<file path="src/rtl/isp_pkg.sv">
// Shared ISP pixel-path types and constants.
// Contents: pixel/fixed-point typedefs, the packed 4:2:2 output word layout,
//           and a round-half-up 8-bit average helper.
package isp_pkg;

    localparam int unsigned PIX_W         = 8;
    localparam int unsigned FRAC          = 9;
    localparam int unsigned CHROMA_OFFSET = 128;
    localparam int unsigned ROUND_HALF    = 256;
    localparam int unsigned WORD_W        = 4 * PIX_W;

    typedef logic        [PIX_W-1:0] pix8_t;
    typedef logic signed [17:0]      fix18_t;

    // One 4:2:2 output word: {Y0, Cb, Y1, Cr}, Y0 in the top byte.
    typedef struct packed {
        pix8_t y0;
        pix8_t cb;
        pix8_t y1;
        pix8_t cr;
    } ycc422_word_t;

    // (a + b + 1) >> 1 with a 9-bit intermediate sum, so it never overflows.
    function automatic pix8_t avg_up(input pix8_t a, input pix8_t b);
        logic [PIX_W:0] sum;
        sum = {1'b0, a} + {1'b0, b} + (PIX_W+1)'(1);
        return sum[PIX_W:1];
    endfunction

endpackage

</file>
<file path="src/rtl/ycc422_pack_if.sv">
// Pixel-in / packed-word-out bus for the 4:2:2 packer.
// Signals: iValid, iY, iCb, iCr   - upstream pixel (driven by master)
//          oValid, oDone, oData   - packed pair output (driven by slave)
interface ycc422_pack_if
    import isp_pkg::*;
#(
    parameter int unsigned IN_W = 18
);
    logic                   iValid;
    logic signed [IN_W-1:0] iY;
    logic signed [IN_W-1:0] iCb;
    logic signed [IN_W-1:0] iCr;
    logic                   oValid;
    logic                   oDone;
    logic [WORD_W-1:0]      oData;

    modport master (
        output iValid, iY, iCb, iCr,
        input  oValid, oDone, oData
    );

    modport slave (
        input  iValid, iY, iCb, iCr,
        output oValid, oDone, oData
    );
endinterface

</file>
<file path="src/rtl/ycc_quant.sv">
// Combinational fixed-point to 8-bit quantizer: round half up, optional
// offset, clamp to 0..255.
// Ports: din  - signed IN_W-bit fixed point with FRAC fraction bits
//        q_c  - 8-bit unsigned result (combinational)
module ycc_quant #(
    parameter int unsigned IN_W   = 18,
    parameter int unsigned FRAC   = 9,
    parameter int unsigned OFFSET = 0
) (
    input  logic signed [IN_W-1:0] din,
    output isp_pkg::pix8_t         q_c
);
    import isp_pkg::*;

    // One extra bit gives headroom for the rounding add.
    localparam int unsigned EXT_W = IN_W + 1;

    logic signed [EXT_W-1:0] ext_c;
    logic signed [EXT_W-1:0] rnd_c;
    logic signed [EXT_W-1:0] sh_c;
    logic signed [EXT_W-1:0] ofs_c;

    // Round, shift to integer, offset, then saturate.
    always_comb begin
        q_c   = '0;
        ext_c = {din[IN_W-1], din};
        rnd_c = ext_c + $signed(EXT_W'(1 << (FRAC - 1)));
        sh_c  = rnd_c >>> FRAC;
        ofs_c = sh_c + $signed(EXT_W'(OFFSET));
        if (ofs_c[EXT_W-1]) begin
            q_c = '0;
        end else if (|ofs_c[EXT_W-2:PIX_W]) begin
            q_c = '1;
        end else begin
            q_c = ofs_c[PIX_W-1:0];
        end
    end

endmodule

</file>
<file path="src/rtl/ycc422_pack.sv">
// 4:4:4 YCbCr to packed 4:2:2 output stage.
// Stage 1 quantizes each component to 8 bits; stage 2 pairs even/odd pixels,
// averages chroma and emits one {Y0,Cb,Y1,Cr} word per pair, with column/row
// tracking and an end-of-frame pulse.
// Ports: clk, reset (async, active high)
//        bus.iValid/iY/iCb/iCr  - pixel input, no backpressure
//        bus.oValid/oDone/oData - pair output; oData holds between pulses
module ycc422_pack #(
    parameter int unsigned WIDTH  = 640,
    parameter int unsigned HEIGHT = 480,
    parameter int unsigned IN_W   = 18,
    parameter int unsigned FRAC   = 9
) (
    input logic         clk,
    input logic         reset,
    ycc422_pack_if.slave bus
);
    import isp_pkg::*;

    localparam int unsigned COL_W = $clog2(WIDTH);
    localparam int unsigned ROW_W = (HEIGHT > 1) ? $clog2(HEIGHT) : 1;

    pix8_t y_q_c;
    pix8_t cb_q_c;
    pix8_t cr_q_c;

    ycc_quant #(.IN_W(IN_W), .FRAC(FRAC), .OFFSET(0)) u_quant_y (
        .din (bus.iY),
        .q_c (y_q_c)
    );

    ycc_quant #(.IN_W(IN_W), .FRAC(FRAC), .OFFSET(CHROMA_OFFSET)) u_quant_cb (
        .din (bus.iCb),
        .q_c (cb_q_c)
    );

    ycc_quant #(.IN_W(IN_W), .FRAC(FRAC), .OFFSET(CHROMA_OFFSET)) u_quant_cr (
        .din (bus.iCr),
        .q_c (cr_q_c)
    );

    // Stage 1: quantized pixel plus valid.
    logic  s1_valid;
    pix8_t s1_y;
    pix8_t s1_cb;
    pix8_t s1_cr;

    always_ff @(posedge clk or posedge reset) begin
        if (reset) begin
            s1_valid <= 1'b0;
            s1_y     <= '0;
            s1_cb    <= '0;
            s1_cr    <= '0;
        end else begin
            s1_valid <= bus.iValid;
            if (bus.iValid) begin
                s1_y  <= y_q_c;
                s1_cb <= cb_q_c;
                s1_cr <= cr_q_c;
            end
        end
    end

    // Stage 2: position tracking and pair assembly.
    logic [COL_W-1:0] col;
    logic [ROW_W-1:0] row;
    pix8_t            hold_y;
    pix8_t            hold_cb;
    pix8_t            hold_cr;
    logic             last_col_c;
    logic             last_row_c;
    ycc422_word_t     word_c;

    always_comb begin
        last_col_c = (col == COL_W'(WIDTH - 1));
        last_row_c = (row == ROW_W'(HEIGHT - 1));
        word_c.y0  = hold_y;
        word_c.cb  = avg_up(hold_cb, s1_cb);
        word_c.y1  = s1_y;
        word_c.cr  = avg_up(hold_cr, s1_cr);
    end

    // WIDTH is even, so column parity alone tells even from odd pixels.
    always_ff @(posedge clk or posedge reset) begin
        if (reset) begin
            col        <= '0;
            row        <= '0;
            hold_y     <= '0;
            hold_cb    <= '0;
            hold_cr    <= '0;
            bus.oValid <= 1'b0;
            bus.oDone  <= 1'b0;
            bus.oData  <= '0;
        end else begin
            bus.oValid <= 1'b0;
            bus.oDone  <= 1'b0;
            if (s1_valid) begin
                if (!col[0]) begin
                    hold_y  <= s1_y;
                    hold_cb <= s1_cb;
                    hold_cr <= s1_cr;
                end else begin
                    bus.oValid <= 1'b1;
                    bus.oDone  <= last_col_c && last_row_c;
                    bus.oData  <= word_c;
                end

                if (last_col_c) begin
                    col <= '0;
                    row <= last_row_c ? '0 : row + ROW_W'(1);
                end else begin
                    col <= col + COL_W'(1);
                end
            end
        end
    end

endmodule

</file>
<file path="src/flat_wrapper.sv">
// flat-port wrapper written by rule: the top's interface ports become plain ports
module ycc422_pack_flat import isp_pkg::*;
#(
    parameter int unsigned WIDTH  = 640,
    parameter int unsigned HEIGHT = 480,
    parameter int unsigned IN_W   = 18,
    parameter int unsigned FRAC   = 9
)
  (clk, reset, bus_iValid, bus_iY, bus_iCb, bus_iCr, bus_oValid, bus_oDone, bus_oData);
  ycc422_pack_if #(.IN_W(IN_W)) bus_i ();
  input logic clk;
  input logic reset;
  input wire logic [$bits(bus_i.iValid)-1:0] bus_iValid;
  input wire logic [$bits(bus_i.iY)-1:0] bus_iY;
  input wire logic [$bits(bus_i.iCb)-1:0] bus_iCb;
  input wire logic [$bits(bus_i.iCr)-1:0] bus_iCr;
  output wire logic [$bits(bus_i.oValid)-1:0] bus_oValid;
  output wire logic [$bits(bus_i.oDone)-1:0] bus_oDone;
  output wire logic [$bits(bus_i.oData)-1:0] bus_oData;
  assign bus_i.iValid = bus_iValid;
  assign bus_i.iY = bus_iY;
  assign bus_i.iCb = bus_iCb;
  assign bus_i.iCr = bus_iCr;
  assign bus_oValid = bus_i.oValid;
  assign bus_oDone = bus_i.oDone;
  assign bus_oData = bus_i.oData;
  ycc422_pack #(.WIDTH(WIDTH), .HEIGHT(HEIGHT), .IN_W(IN_W), .FRAC(FRAC)) u_core (.clk(clk), .reset(reset), .bus(bus_i));
endmodule
</file>
<file path="config.mk">
export PLATFORM = sky130hd
export DESIGN_NAME = ycc422_pack_flat
export DESIGN_NICKNAME = d
export VERILOG_FILES = /design/src/rtl/isp_pkg.sv /design/src/rtl/ycc422_pack_if.sv /design/src/rtl/ycc_quant.sv /design/src/rtl/ycc422_pack.sv /design/src/flat_wrapper.sv
export SDC_FILE = /design/constraint.sdc
export NUM_CORES = 1
export LEC_CHECK = 0
export ABC_AREA = 0
export CORE_MARGIN = 2
export CORE_UTILIZATION = 25
export CTS_BUF_LIST = sky130_fd_sc_hd__clkbuf_16
export DETAILED_ROUTE_END_ITERATION = 16
export PLACE_DENSITY_LB_ADDON = 0.25
export SYNTH_ARGS = -nofsm -noshare
export SYNTH_HDL_FRONTEND = slang
export SYNTH_HIERARCHICAL = 1
export SYNTH_SLANG_ARGS = --single-unit
</file>
<file path="constraint.sdc">
create_clock -name clk -period 6.01 [get_ports clk]
set_input_delay 1.202 -clock clk [delete_from_list [all_inputs] [get_ports clk]]
set_output_delay 1.202 -clock clk [all_outputs]
set_load 0.02 [all_outputs]
</file>
# Word level (Yosys, flattened, before mapping)
# Cells that the tools add are included.
# totals
reg_bits	102
output_inout_bits	34
word_cells	45
# op_classes
add_sub_neg	11
eq_ne	2
n_mux	12
n_bitwise	1
n_reduce_logical	7
# ops
op	n
$add A18 B10 Y19 const B	3
$mux W8	6
$add A9 B1 Y9 const B	3
$add A10 B9 Y11 const B	2
$reduce_or A10 Y1	2
$add A8 B8 Y9	2
$add A10 B1 Y10 const B	1
$eq A10 B10 Y1 const B	1
$mux W10	1
$eq A9 B9 Y1 const B	1
$mux W9	1
$reduce_and A2 Y1	3
$mux W1	4
$reduce_or A2 Y1	1
$logic_and A1 B1 Y1	1
$not A1 Y1	1

# Logic depth before layout (Yosys ltp)
# Gate-level depths: netlist of run 1.
# logic_depth
depth_word	5
ltp_mapped	9

# Hierarchy
# Netlist of run 1, hierarchy kept.
# by_module_without_submodules
mod	n_inst	cells_each	area_each_um2	seq_area_each_um2
ycc422_pack	1	403	4573.1	2552.4
ycc_quant (u_core.u_quant_cb ...)	2	39	267.8	0.0
ycc_quant (u_core.u_quant_y)	1	57	347.8	0.0

# Worst setup path before layout of run 1
# Ideal clock, no wire load.
# synth_path
path_kind	input to register
start	input port bus_iCb[8]
end	register u_core.s1_cb[7]
setup_time_ps	125
arrival_ps	2708
t_required_ps	5885
setup_slack_ps	3178
cell_stages	9
path_buffers	0
path_cell_list	ha_1 > nand4_4 > nor2_1 > xnor2_1 > ha_1 > nor2b_1 > mux2_4 > a21oi_1 > mux2_2
# synth_via
elab_chain_len	5
# synth_lines
item	line_no	source
start: declaration	flat_wrapper.sv:15	input wire logic [$bits(bus_i.iCb)-1:0] bus_iCb;
$add A18 B10 Y19 *	ycc_quant.sv:27	rnd_c = ext_c + $signed(EXT_W'(1 << (FRAC - 1)));
$add A10 B9 Y11 *	ycc_quant.sv:29	ofs_c = sh_c + $signed(EXT_W'(OFFSET));
$reduce_or A10 Y1	ycc_quant.sv:32	end else if (|ofs_c[EXT_W-2:PIX_W]) begin
$mux W8	ycc_quant.sv:32	
$mux W8 *	ycc_quant.sv:30	if (ofs_c[EXT_W-1]) begin
via u_core.cb_q_c[7]	ycc422_pack.sv:24	pix8_t cb_q_c;
end signal: assignment	ycc422_pack.sv:58	s1_cb <= cb_q_c;
end: declaration	ycc422_pack.sv:45	pix8_t s1_cb;
# The timed path passes the listed nets; every way through them passes the cells marked *.
# A chain may end at the register's enable or synchronous reset.

# Final worst setup path of run 1
# layout_path
start	input port bus_iCb[10]
end	register u_core.s1_cb[7]
# Same word-level chain as after synthesis.

==> impl_summary.md, run 1 <==
Timing
The highest achievable clock rate is 307 MHz. Setup repair after global routing left no endpoint under its margin. The clock period minus final worst setup slack is 3.26 ns. The fraction of the cycle the final worst path needs is 54.3%. The max-slew violation count is 0. The worst-margin pin slew is 0.854 ns. The remaining max-slew budget at the tightest pin is 43.0%.

The clock arrives with 0.00725 ns of skew. Hold timing on the final database bottoms out at a slack of 0.464 ns. Setup violations remaining at the end of the flow were counted as 0. The worst path meets setup with 2.75 ns of slack. Summed over all failing endpoints, the final setup total negative slack is 0 ns. The number of hold violations in the final report was 0.

Yosys
The synthesized design contains 102 register bits. The cell area that synthesis handed to floorplanning was 5460 sq um. The sequential-to-total area share from yosys stat is 46.8%. Counting flops with a built-in enable in the synthesized netlist gives 0. In the synthesized netlist, the number of instances is 538.

The average cell area after synthesis is 10.1 sq um. The most common flop cell mapped by yosys is sky130_fd_sc_hd__dfrtp_1. In the synthesized netlist the async set-or-reset flop fraction comes to 100%. The count of different cell masters after synthesis is 49. Yosys printed 6 warnings. The total nets after synthesis is 618.

Global routing
The total routing usage reported by global routing is 10.9%. The via count of the first global-routing pass is 4,103. The total congestion overflow is 0. The first global-routing pass estimated 20,000 um of wire. The initial antenna violation count is 0. The maximum number of pins on one net before global-route repair is 60.

Clocking
The count of instances resized after the clock tree is built is 0. The clock passes through at most 2 buffers. The total clock sinks is 102. TritonCTS built the clock tree.

The number of buffers inserted during clock tree synthesis is 9. The H-tree depth is 3. In this run the clock root is driven by a sky130_fd_sc_hd__clkbuf_16.

Clock-pin slew was measured on the worst setup and hold paths at 0.07 ns. The cts-stage hold buffer count is 0. The worst-skew pair later-pin latency is 0.35 ns. Post-CTS timing repair inserted 0 buffers for setup.

Outcome
The flow ran to the end, and the final reports show no timing, DRC or antenna violations.

Power
The analysis attributes to cell leakage a power of 0.00279 uW. Dividing total power by cell area gives a power density of 355 nW/um^2. Total power for the finished layout comes to 2390 uW. The maximum vdd ir drop is 0.000123 V.

Place
Buffers placed on the I/O ports in this run total 66. The post-place setup slack is 2.37 ns. Detailed placement ended at an HPWL of 8450 um. The final RePlAce weighted congestion is 0.829.

Critical path
The endpoint arrival time on the critical path is 3.55 ns. The worst register-to-register path has a setup slack of 3.77 ns. By startpoint and endpoint, the worst setup path is classified as input port to flip-flop. The type of element capturing the critical path is a flip-flop. The startpoint class of the critical path is an input port. Data on the critical path is required at its endpoint by 6.30 ns. The largest fanout of any net on the critical path is 8.

Cells and area
The top cell types in the final layout, fill and taps aside, are 102 x sky130_fd_sc_hd__dfrtp_1, 100 x sky130_fd_sc_hd__nand2_1, 66 x sky130_fd_sc_hd__clkdlybuf4s50_1, 51 x sky130_fd_sc_hd__mux2_2, 32 x sky130_fd_sc_hd__a21oi_1. The most frequent standard cell in the layout excluding fill and tap cells is sky130_fd_sc_hd__dfrtp_1. The repair_antennas step left the layout with diodes totalling 0.

For this run, the post-layout net count is 680. The share of post-route cells with drive strength above 1 is 14.5%. Cells fill 31.1% of the core in the end.

The number of filler instances in the final layout is 2,216. The area overhead of the layout relative to synthesis is 23.3%.

Floorplanning
The floorplan has 54 rows. The die covers 23,000 sq um. For this configuration, the core starts out at a cell density of 25.2%. The die is 152 um wide. Measured along the y axis, the die boundary spans 152 um. In this run the count of I/O pins placed on the die edge is 91. The core area is 21,600 sq um.

Routing
Dividing the detail-routed via count by the number of cells gives 4.59. The detailed router finished its first iteration with 116 violations. The total iterations of the first detailed-routing run is 4. The final route contains 4,058 vias. The wire length per cell is 13.1 um. After detailed routing, the number of remaining DRC violations is 0. After detailed routing, the total wire length is 11,600 um. The remaining number of nets flagged by the antenna check after routing is 0.

Job
The number of max-cap violations is 0.

Min path
The path class of the tightest hold or removal check is flip-flop to flip-flop.
[stage by stage]
stage | cells | area (sq um)
6_report | 885 | 6730
5_1_grt | 885 | 6730
4_1_cts | 885 | 6730
3_5_place_dp | 869 | 6430
3_3_place_gp | 869 | 6430
2_1_floorplan | 538 | 5460
[cells in the mapped netlist (5+ instances only)]
library cell	instances	share of area (%)
sky130_fd_sc_hd__xnor2_1	24	3.9
sky130_fd_sc_hd__and3_1	5	0.57
sky130_fd_sc_hd__nor2_1	23	1.6
sky130_fd_sc_hd__o21ai_0	12	1.1
sky130_fd_sc_hd__o21a_1	6	0.83
sky130_fd_sc_hd__ha_1	21	4.8
sky130_fd_sc_hd__o211ai_1	6	0.83
sky130_fd_sc_hd__clkbuf_1	15	1.0
sky130_fd_sc_hd__dfrtp_1	102	47
sky130_fd_sc_hd__mux2_2	51	11
sky130_fd_sc_hd__xor2_1	5	0.80
sky130_fd_sc_hd__a21oi_1	32	2.9
sky130_fd_sc_hd__inv_1	17	1.2
sky130_fd_sc_hd__nand2_1	100	6.9
sky130_fd_sc_hd__o21ai_1	6	0.55
sky130_fd_sc_hd__nor3_1	12	1.1
sky130_fd_sc_hd__nand3_1	17	1.6
sky130_fd_sc_hd__nor2b_1	10	1.1
sky130_fd_sc_hd__o31ai_1	7	0.96
sky130_fd_sc_hd__nand4_1	8	0.92
[worst max-delay path, stage by stage]
cell                              delay, ns
sky130_fd_sc_hd__clkdlybuf4s50_1       0.61
sky130_fd_sc_hd__nand3_1               0.17
sky130_fd_sc_hd__nor3_1                0.29
sky130_fd_sc_hd__nand2_1               0.11
sky130_fd_sc_hd__xnor2_1               0.13
sky130_fd_sc_hd__ha_1                  0.29
sky130_fd_sc_hd__nor2b_1               0.04
sky130_fd_sc_hd__mux2_4                0.30
sky130_fd_sc_hd__a21oi_1               0.22
sky130_fd_sc_hd__mux2_2                0.18
[layer usage]
| layer | GRT usage, % | vias up | wire, um |
|---|---|---|---|
| met5 | 0 | - | 0 |
| met4 | 4.03 | 0 | 187 |
| met3 | 2.25 | 13 | 461 |
| met2 | 17.2 | 62 | 5410 |
| met1 | 14.7 | 1951 | 5510 |
| li1 | - | 2032 | - |
[final timing paths]
path                                       start                   end  depth (start not counted)
worst max-delay path                 bus_iCb[10]       u_core/s1_cb[7]                         10
worst min-delay path            u_core/hold_y[2]  u_core/bus.oData[26]                          2
worst max register to register     u_core/col[0]         u_core/row[5]                          5
worst min register to register  u_core/hold_y[2]  u_core/bus.oData[26]                          2
max in group asynchronous                  reset  u_core/bus.oData[16]                          3
min in group asynchronous                  reset       u_core/s1_cb[5]                          2
[power by group]
group	leakage, uW	switching, uW	internal (uW)
clock	0.000150	270	329
sequential	0.00125	118	852
combinational	0.00139	425	393
total	0.00279	813	1570
[cell type report]
type / count / area, sq um / share of cell area, %
clock buffer: 9 / 225 / 3.35
clock inverter: 7 / 78.8 / 1.17
inverter: 17 / 66.3 / 0.985
multi-input combinational: 400 / 2770 / 41.1
sequential: 102 / 2550 / 37.9
tap: 280 / 350 / 5.21
timing repair buffer: 70 / 691 / 10.3
[logic make-up (layout without fill, tap and decap cells)]
family,after synthesis,in the layout,share of synthesized area (%)
simple gates,199,199,17.8
xor+xnor,29,29,4.65
mux,55,55,11.5
buf+inv,36,103,2.57
fa+ha+maj,23,23,5.55
flops,102,102,46.8
compound gates,94,94,11.1
[registers in the layout (all words and copies together) (netlist names)]
signal             flops
u_core/s1_valid        1
u_core/s1_cb           8
u_core/s1_y            8
u_core/hold_cb         8
u_core/hold_cr         8
u_core/row             9
u_core/bus.oValid      1
u_core/col            10
u_core/bus.oDone       1
u_core/s1_cr           8
u_core/bus.oData      32
u_core/hold_y          8
(Power assumes the default switching activity.)
==> inputs of run 2 (changes only) <==
==> constraint.sdc (replaced) <==
create_clock -name clk -period 3.3 [get_ports clk]
set_input_delay 0.66 -clock clk [delete_from_list [all_inputs] [get_ports clk]]
set_output_delay 0.66 -clock clk [all_outputs]
set_load 0.02 [all_outputs]
==> impl_summary.md, run 2 (synthesis results as in run 1) <==
Outcome
Run status: finished clean (unchanged).

Global routing
The initial antenna violation count is 0 (unchanged). The total routing usage reported by global routing is 11.1% (was 10.9%). The global-route wire length before repair is 20,200 um (was 20,000 um).

The maximum number of pins on one net before global-route repair is 44 (was 60). The total congestion overflow came to 0 (unchanged). The via count of the first global-routing pass is 4,168 (was 4,103).

Routing
The number of design rule violations left after detail routing was 0 (unchanged). The routed wire length is 12,000 um (was 11,600 um). The remaining number of nets flagged by the antenna check after routing came to 0 (unchanged). The number of DRC markers in iteration 0 was 188 (was 116). The total vias in the final route was 4,134 (was 4,058). The total iterations of the first detailed-routing run is 4 (unchanged).

The wire length per cell is 13.4 um (was 13.1 um). The number of vias per cell after detailed routing is 4.64 (was 4.59).

Timing
The number of hold violations in the final report is 0 (unchanged). The fraction of the cycle the final worst path needs is 83.2%. The clock period minus final worst setup slack is 2.74 ns. The post-route worst setup slack is 0.555 ns (was 2.75 ns). For this run, the top clock speed supported by timing is 364 MHz. The remaining max-slew budget at the tightest pin is 50.0% (was 43.0%).

The worst-margin pin slew was 0.749 ns (was 0.854 ns). The max-slew violation count came to 0 (unchanged). The final number of setup-violating endpoints is 0 (unchanged). Unrepaired setup endpoints after global routing: no (unchanged).

The final clock skew is 0.0108 ns (was 0.00725 ns). The final-layout setup total negative slack was 0 ns (unchanged).

Cells and area
The area overhead of the layout relative to synthesis was 24.3% (was 23.3%). The flip-flop count of the largest register after layout was 32 (unchanged). Most frequent cells in the layout: 102 x sky130_fd_sc_hd__dfrtp_1, 100 x sky130_fd_sc_hd__nand2_1, 66 x sky130_fd_sc_hd__clkdlybuf4s50_1, 51 x sky130_fd_sc_hd__mux2_2, 32 x sky130_fd_sc_hd__a21oi_1 (unchanged). The utilization after layout is 31.4% (was 31.1%).

The sequential standard cell area is 2550 sq um (unchanged). The register bank with the most flops is u_core/bus.oData (unchanged). The number of filler instances in the final layout is 2,233 (was 2,216). The share of post-route cells with drive strength above 1 is 15.2% (was 14.5%). Largest registers ranked by flip-flop count: u_core/bus.oData: 32 flops, u_core/col: 10 flops, u_core/row: 9 flops (unchanged).

The total inserted antenna cells is 0 (unchanged). The most frequent standard cell in the layout excluding fill and tap cells is sky130_fd_sc_hd__dfrtp_1 (unchanged). The combined area of the multi-input logic cells is 2770 sq um (unchanged). The net count reported at finish was 685 (was 680).

Power
The reported leakage power is 0.00282 uW (was 0.00279 uW). The cell-internal power is 2810 uW (was 1570 uW). The combinational share of power is 34.8% (was 34.3%). The switching component of the power was 1510 uW (was 813 uW). The switching share of total power is 34.9% (was 34.1%). The proportion of power drawn by the clock network is 24.1% (was 25.1%). The maximum vdd ir drop came to 0.000198 V (was 0.000123 V). The total power is 4310 uW (was 2390 uW). The relative contribution of sequential cells to total power is 41.1% (was 40.6%). The power density relative to cell area came to 636 nW/um^2 (was 355 nW/um^2).

Critical path
The endpoint arrival time on the critical path is 3.04 ns (was 3.55 ns). The startpoint of the most critical register-to-register path is u_core/col[0] (unchanged). The required time of the critical path came to 3.59 ns (was 6.30 ns). The type of element capturing the critical path is a flip-flop (unchanged). The classification of the worst setup path is input port to flip-flop (unchanged). The count of buffer and inverter cells on the critical path is 1 (unchanged). The number of cells traversed by the worst register-to-register path is 5 (unchanged). The maximum single-stage delay on the critical path is 0.60 ns (was 0.61 ns). The cell type group with the largest total delay on the critical path is simple AND/OR/NAND/NOR gates (was buffers and inverters). The largest fanout of any net on the critical path is 8 (unchanged). The register-to-register path setup slack came to 1.06 ns (was 3.77 ns). The startpoint class of the critical path is an input port (unchanged).

The worst flop-to-flop path endpoint is u_core/row[3] (was u_core/row[5]). The cell with the largest stage delay on the worst path is sky130_fd_sc_hd__clkdlybuf4s50_1 (unchanged). Sequence of cells on the critical path: clkdlybuf4s50_1, nand3_1, nor3_1, nand2_1, xnor2_1, ha_1, nor2b_1, mux2_4, a21oi_1, mux2_2 (unchanged).

The logic depth of the worst setup path including buffers is 10 (unchanged).

Place
The post-place setup slack is 0.186 ns (was 2.37 ns). The final RePlAce weighted congestion is 0.768 (was 0.829). The count of port buffers added during placement is 66 (unchanged). The post-detailed-placement half-perimeter wirelength came to 8740 um (was 8450 um).

Min path
The class of the most critical hold timing path is flip-flop to flip-flop (unchanged). The number of stages on the worst hold path is 1 (was 2). The origin of the worst min-delay path is u_core/col[6] (was u_core/hold_y[2]).

The worst hold endpoint is u_core/col[6] (was u_core/bus.oData[26]).

Clocking
The master cell of the clock root buffer was sky130_fd_sc_hd__clkbuf_16 (unchanged). The cts-stage hold buffer count is 0 (unchanged). The buffer count from post-CTS setup fixing was 0 (unchanged).

The total clock sinks is 102 (unchanged). The worst-skew pair later-pin latency is 0.35 ns (about the same). The H-tree depth is 3 (unchanged). The CTS tree is yes (unchanged).

The clock-pin slew on the worst setup and hold paths is 0.07 ns (about the same). The maximum number of buffers from clock root to sink was 2 (unchanged). The count of instances resized after the clock tree is built is 0 (unchanged). The number of buffers inserted during clock tree synthesis is 9 (unchanged).

Floorplanning
The starting utilization of the core area is 25.2% (unchanged). The floorplan die area is 23,000 sq um (unchanged). The boundary pin count is 91 (unchanged). The floorplan die height is 152 um (unchanged).

The core area is 21,600 sq um (unchanged). The die span in x is 152 um (unchanged). The cell row count is 54 (unchanged).

Job
The number of max-cap violations is 0 (unchanged).
## run 2: worst max-delay path by stage
| stage | startpoint | endpoint | slack [ns] |
|---|---|---|---|
| after floorplan | bus_iCb[8] | u_core/s1_cb[7] | 1.01 |
| after global routing | bus_iCr[10] | u_core/s1_cr[0] | 0.43 |
| after CTS | bus_iCb[11] | u_core/s1_cb[7] | 0.56 |
| final | bus_iCb[11] | u_core/s1_cb[7] | 0.56 |
| after global placement | bus_iCb[11] | u_core/s1_cb[7] | 0.31 |
| after detailed placement | bus_iCb[11] | u_core/s1_cb[7] | 0.19 |
## run 2: final cells by class
cell class | instances | share of cell area [%]
multi-input cells | 400 | 40.8
flip-flops and latches | 102 | 37.6
repair buffers | 75 | 11.1
well taps | 280 | 5.17
clock buffers | 9 | 3.32
inverters | 17 | 0.996
clock inverters | 7 | 0.978
## run 2: stage by stage
| step | area [sq um] | std cells | hold WS [ns] |
|---|---|---|---|
| floorplan | 5460 | 538 | 0.435 |
| global placement | 6490 | 874 | 0.455 |
| detailed placement | 6490 | 874 | 0.459 |
| CTS | 6780 | 890 | 0.472 |
| global route | 6780 | 890 | 0.505 |
| finish | 6780 | 890 | 0.474 |
## run 2: power by group through the flow
stage,Sequential [uW],Combinational [uW],Clock (uW)
final,1770,1500,1040
after global routing,1820,1680,1140
after CTS,1790,1530,1090
after detailed placement,1810,1520,0
after global placement,1800,1500,0
after floorplan,1930,774,0
## run 2: routing by layer
layer | vias to the layer above | share of wire, % | track usage, %
li1 | 2033 | - | -
met1 | 2032 | 48 | 14.7
met2 | 56 | 46 | 17.6
met3 | 13 | 3.4 | 2.28
met4 | 0 | 2.2 | 5.00
met5 | - | 0 | 0
## run 2: worst register-to-register path, cell delays in order, from the launching register on
cell	delay, ns
sky130_fd_sc_hd__dfrtp_1	0.42
sky130_fd_sc_hd__ha_1	0.26
sky130_fd_sc_hd__nand4_4	0.17
sky130_fd_sc_hd__or4_1	0.69
sky130_fd_sc_hd__or4_1	0.55
sky130_fd_sc_hd__o21ai_1	0.08
